===== config.mk =====
export PLATFORM = sky130hd
export DESIGN_NAME = regfile_mp
export DESIGN_NICKNAME = d
export VERILOG_FILES = /design/src/rtl/regfile_pkg.sv /design/src/rtl/regfile_clr_seq.sv /design/src/rtl/regfile_mp.sv
export SDC_FILE = /design/constraint.sdc
export NUM_CORES = 1
export LEC_CHECK = 0
export CAP_MARGIN = 15
export CORE_AREA = 5 5 194 196
export DETAILED_ROUTE_END_ITERATION = 16
export DIE_AREA = 0 0 199 201
export PLACE_DENSITY = 0.73
export RECOVER_POWER = 50
export SETUP_SLACK_MARGIN = 0.05
export SLEW_MARGIN = 30
export SYNTH_ARGS = -nofsm -noshare
export SYNTH_HDL_FRONTEND = slang
export SYNTH_SLANG_ARGS = --single-unit

===== constraint.sdc =====
create_clock -name clk -period 5.09 [get_ports clk]
set_input_delay 1.018 -clock clk [delete_from_list [all_inputs] [get_ports clk]]
set_output_delay 1.018 -clock clk [all_outputs]
set_load 0.01 [all_outputs]

===== src/rtl/regfile_pkg.sv =====
// regfile_pkg: shared types, default widths and write-port priority helper for regfile_mp.
// Rev 1.0
`default_nettype none

package regfile_pkg;

  typedef enum logic [1:0] {
    SW_IDLE  = 2'd0,
    SW_SWEEP = 2'd1,
    SW_DONE  = 2'd2
  } sweep_state_t;

  localparam int DEF_DATA_W = 8;
  localparam int DEF_ADDR_W = 5;
  localparam int MAX_WR     = 32;

  // Highest set bit of the per-port hit mask wins; -1 when no port targets the address.
  function automatic int win_port(input logic [MAX_WR-1:0] hit);
    int sel;
    sel = -1;
    for (int i = 0; i < MAX_WR; i++) begin
      if (hit[i]) sel = i;
    end
    return sel;
  endfunction

endpackage

`default_nettype wire


===== src/rtl/regfile_clr_seq.sv =====
// regfile_clr_seq: background clear sequencer, one entry per cycle, IDLE -> SWEEP -> DONE.
// Rev 1.0
`default_nettype none

module regfile_clr_seq
  import regfile_pkg::*;
#(
  parameter int ADDR_W = DEF_ADDR_W
) (
  input  logic              clk,
  input  logic              rst,
  input  logic              clr_req,
  output logic              clr_busy,
  output logic              clr_done,
  output logic              sweep_en,
  output logic [ADDR_W-1:0] sweep_addr
);

  sweep_state_t      state;
  sweep_state_t      state_nxt;
  logic [ADDR_W-1:0] ptr;

  always_ff @(posedge clk) begin
    if (rst) begin
      state <= SW_IDLE;
      ptr   <= '0;
    end else begin
      state <= state_nxt;
      if (state == SW_SWEEP) ptr <= ptr + ADDR_W'(1);
      else                   ptr <= '0;
    end
  end

  always_comb begin
    state_nxt = state;
    clr_busy  = 1'b0;
    clr_done  = 1'b0;
    case (state)
      SW_IDLE:  if (clr_req) state_nxt = SW_SWEEP;
      SW_SWEEP: begin
        clr_busy = 1'b1;
        if (ptr == '1) state_nxt = SW_DONE;
      end
      SW_DONE: begin
        clr_done  = 1'b1;
        state_nxt = SW_IDLE;
      end
      default: state_nxt = SW_IDLE;
    endcase
  end

  assign sweep_en   = clr_busy;
  assign sweep_addr = ptr;

endmodule

`default_nettype wire


===== src/rtl/regfile_mp.sv =====
// regfile_mp: N-read/M-write register file, highest write port wins, optional zero r0.
// Rev 1.0 -- same-cycle write-to-read forwarding enabled by defining REGFILE_BYPASS_EN.
`default_nettype none

module regfile_mp
  import regfile_pkg::*;
#(
  parameter int DATA_W  = DEF_DATA_W,
  parameter int ADDR_W  = DEF_ADDR_W,
  parameter int NUM_RD  = 2,
  parameter int NUM_WR  = 2,
  parameter int ZERO_R0 = 0
) (
  input  logic                     clk,
  input  logic                     rst,
  input  logic [NUM_RD*ADDR_W-1:0] rd_addr,
  output logic [NUM_RD*DATA_W-1:0] rd_data,
  input  logic [NUM_WR-1:0]        we,
  input  logic [NUM_WR*ADDR_W-1:0] wr_addr,
  input  logic [NUM_WR*DATA_W-1:0] wr_data,
  input  logic                     clr_req,
  output logic                     clr_busy,
  output logic                     clr_done
);

  localparam int DEPTH = 1 << ADDR_W;

  logic [DATA_W-1:0] mem     [DEPTH];
  logic              ent_en  [DEPTH];
  logic [DATA_W-1:0] ent_val [DEPTH];
  logic              sweep_en;
  logic [ADDR_W-1:0] sweep_addr;

  function automatic logic [MAX_WR-1:0] hit_vec(input logic [ADDR_W-1:0]        a,
                                                input logic [NUM_WR-1:0]        en,
                                                input logic [NUM_WR*ADDR_W-1:0] wa);
    logic [MAX_WR-1:0] h;
    h = '0;
    for (int i = 0; i < NUM_WR; i++) begin
      h[i] = en[i] && (wa[i*ADDR_W +: ADDR_W] == a);
    end
    return h;
  endfunction

  regfile_clr_seq #(.ADDR_W(ADDR_W)) u_clr (
    .clk        (clk),
    .rst        (rst),
    .clr_req    (clr_req),
    .clr_busy   (clr_busy),
    .clr_done   (clr_done),
    .sweep_en   (sweep_en),
    .sweep_addr (sweep_addr)
  );

  for (genvar e = 0; e < DEPTH; e++) begin : g_ent
    int                sel;
    logic              en;
    logic [DATA_W-1:0] val;

    // A user write to the entry being swept takes precedence over the clear.
    always_comb begin
      en  = 1'b0;
      val = '0;
      sel = win_port(hit_vec(ADDR_W'(e), we, wr_addr));
      if (sel >= 0) begin
        en  = 1'b1;
        val = wr_data[sel*DATA_W +: DATA_W];
      end else if (sweep_en && sweep_addr == ADDR_W'(e)) begin
        en = 1'b1;
      end
      if (ZERO_R0 != 0 && e == 0) en = 1'b0;
    end

    assign ent_en[e]  = en;
    assign ent_val[e] = val;
  end

  always_ff @(posedge clk) begin
    for (int e = 0; e < DEPTH; e++) begin
      if (rst)            mem[e] <= '0;
      else if (ent_en[e]) mem[e] <= ent_val[e];
    end
  end

  for (genvar r = 0; r < NUM_RD; r++) begin : g_rd
    logic [ADDR_W-1:0] ra;
    logic [DATA_W-1:0] rv;

    assign ra = rd_addr[r*ADDR_W +: ADDR_W];

    always_comb begin
      rv = mem[ra];
`ifdef REGFILE_BYPASS_EN
      begin : b_byp
        int rsel;
        rsel = win_port(hit_vec(ra, we, wr_addr));
        if (rsel >= 0)                            rv = wr_data[rsel*DATA_W +: DATA_W];
        else if (sweep_en && sweep_addr == ra)    rv = '0;
      end
`endif
      if (ZERO_R0 != 0 && ra == '0) rv = '0;
    end

    assign rd_data[r*DATA_W +: DATA_W] = rv;
  end

endmodule

`default_nettype wire


==> flow_metrics.tcl <==
set metrics [dict create \
    area_growth_pct 9.831 \
    maxSlewViolCount 310 \
    required_ns 4.07 \
    multi_input_area_sq_um 10500 \
    initial_core_util 0.5409 \
    final-setup-viol-count 0 \
    synthCells 1687 \
    cts_setup_buffers 0 \
    finalSetupTns_ns 0 \
    met3_usage 0.1264 \
    drc 0 \
    routed_wl_mm 77.05 \
    cp_data_arrival_time_ns 3.59 \
    dieArea_sq_um 40000 \
    critPathTopFamily "buffers and inverters" \
    seq_area_frac_synth 0.4030 \
    drive_above_1_share 0.2334 \
    routed-via-count 18210 \
    htree_levels 1 \
    leakagePower_uw 0.005461 \
    nFillCells 2821 \
    hold_path_class "reg -> reg" \
    skew_ns 0.01409 \
    synth.top_cell.area_share 0.3958 \
    syn_nets 1734 \
    path_cells "buf_2 > buf_4 > mux4_2 > mux4_2 > mux2_2 > clkdlybuf4s50_1" \
    worst_skew_pair.late_latency_ns 0.57 \
    critical_path_class "in -> out" \
    synthesis.area_sq_um 19420 \
    power.density_nw_per_um2 268.6 \
    peakVddDrop_v 0.0002391 \
    drt_first_pass_iters 6 \
    tightest_slew_ns 2.237 \
    async_reset_ff_frac 0 \
    rrSetupSlack_ns 2.35 \
    grtUsageMet1 0.5160 \
    yosys-top-cells-area "edfxtp_1, mux4_2, o2111ai_1, a211oi_1, nand3_1" \
    grt.met2_usage 0.5401 \
    status "finished, violations left" \
    via_per_inst 8.755 \
    cpMostUsedCell "mux4_2" \
    portBuffers 58 \
    fmax_ghz 0.2169 \
    holdBufCountCts 0 \
    area.sequential_sq_um 7828 \
    grt_pass1_vias 16560 \
    critPathBufInv 3 \
    grt_max_degree 104 \
    cts-buffers-inserted 29 \
    post-dp-hpwl_mm 51.02 \
    cts.clk_slew.worst_paths_ns 0.06 \
    min_period_ns 4.611 \
    violations "max-capacitance violations, max-slew violations" \
    fp.dieW_microns 199 \
    synth_top_cell_by_area "edfxtp_1" \
    slew_headroom -0.4911 \
    cts.sinks 263 \
    synth_edf_count 256 \
    yosys_register_bits 263 \
    path_max_fanout 22 \
    rows 70 \
    syn_avg_cell_area_sq_um 11.51 \
    grt_first_pass_wirelength_mm 112.8 \
    grt_antenna_before_repair 2 \
    final_area_sq_um 21330 \
    drt-initial-drc-count 3951 \
    synth_flop_cell "edfxtp_1" \
    grt.busiest_layer "met2" \
    root_buffer "clkbuf_16" \
    rsz0062_at_grt "no" \
    cp_slowest_cell "mux4_2" \
    place_inst 2027 \
    track_usage 0.3736 \
    antenna_left 0 \
    gp_congestion 1.043 \
    cap_violations 4 \
    place_area_sq_um 20470 \
    wire_per_inst_microns 37.04 \
    core_region_area_sq_um 35910 \
    start_kind "input port" \
    grt_overflow 0 \
    clk_path_buf_depth 3 \
    final_nets 1638 \
    hold_violations 0 \
    pin_count 59 \
    yosysWarnings 0 \
    yosysUniqueCellTypes 39 \
    finalCritPeriodShare 0.9059 \
    end_kind "output port" \
    critPathMaxStageDelay_ns 0.52 \
    holdWs_ns 0.4879 \
    layout.cells.non_filler 2080 \
    die_y_microns 201 \
    cts_resized 0 \
    cts_tree "done" \
]
-- path summary, 6_finish.rpt --
check                      startpoint             endpoint  cells after the start
setup / recovery           rd_addr[7]           rd_data[9]                      6
hold / removal    u_clr.sweep_addr[0]  u_clr.sweep_addr[0]                      1
setup reg to reg  u_clr.sweep_addr[0]           mem[12][2]                      6
hold reg to reg   u_clr.sweep_addr[0]  u_clr.sweep_addr[0]                      1
-- synthesized netlist by cell type (12+ instances only) --
| cell | instances |
|---|---|
| a22oi_1 | 32 |
| buf_2 | 15 |
| mux2_2 | 16 |
| buf_1 | 24 |
| a211oi_1 | 256 |
| edfxtp_1 | 256 |
| nand3_1 | 290 |
| o2111ai_1 | 254 |
| nand2_1 | 14 |
| clkbuf_1 | 260 |
| mux4_2 | 160 |
| buf_4 | 12 |
-- metal layers --
layer,wire (microns),share of wire,vias up
met2,32420,0.42,2007
li1,-,-,7136
met5,7,0.000091,-
met4,5146,0.067,2
met3,13840,0.18,381
met1,25630,0.33,8684
-- power breakdown --
part | switching (uW) | internal, uW
clock | 888 | 1140
sequential | 137 | 2500
combinational | 654 | 404
total | 1680 | 4050
-- per-stage QoR --
stage	setup slack [ns]	power, uW	utilization
after floorplan	1.332	3218	-
after global placement	0.6212	3659	0.5694
after detailed placement	0.5873	3678	0.5701
after CTS	0.5779	5647	0.5946
after global routing	0.5073	5814	0.5940
final	0.4787	5731	0.5940
-- layout make-up --
cell class              instances  area share
diodes                          1   0.0001173
clock buffers                  38     0.03560
clock inverters                13    0.005689
inverters                       5   0.0008798
multi-input cells            1106      0.4921
flip-flops and latches        263      0.3669
well taps                     468     0.02745
repair buffers                186     0.07121
-- cell usage in the layout, fill, tap and decap left out, types with 3 or more instances in the layout --
cell type        count
buf_2                9
and4b_1              6
ha_1                 6
mux4_2             160
inv_1                5
nor4bb_4             6
clkinv_1             3
clkbuf_1            17
nand2_1             13
nand3_1            290
a211oi_1           256
nand4b_1             3
clkbuf_16           29
nor2_1               6
nand4bb_1            3
clkbuf_2             3
dfxtp_1              7
mux2_2              16
edfxtp_1           256
clkdlybuf4s50_1     37
nand4_1             10
o2111ai_1          254
clkinv_2             5
a22oi_1             32
nor2b_2              5
o211ai_1             3
nor2b_1              3
buf_4              117
buf_12               6
dlygate4sd3_1        6
-- sequential cells by signal, indices dropped and copies added, names as in the netlist --
signal            cells
mem                 256
u_clr.sweep_addr      5
u_clr.state           2
-- logic make-up after synthesis --
logic type | count (synthesis) | synth area share
fa+ha+maj | 6 | 0.003865
xor+xnor | 2 | 0.0009021
simple gates | 369 | 0.1020
compound gates | 552 | 0.2294
flops | 263 | 0.4030
buf+inv | 318 | 0.06552
mux | 177 | 0.1953
No activity file was read; power rests on OpenSTA's default activity.
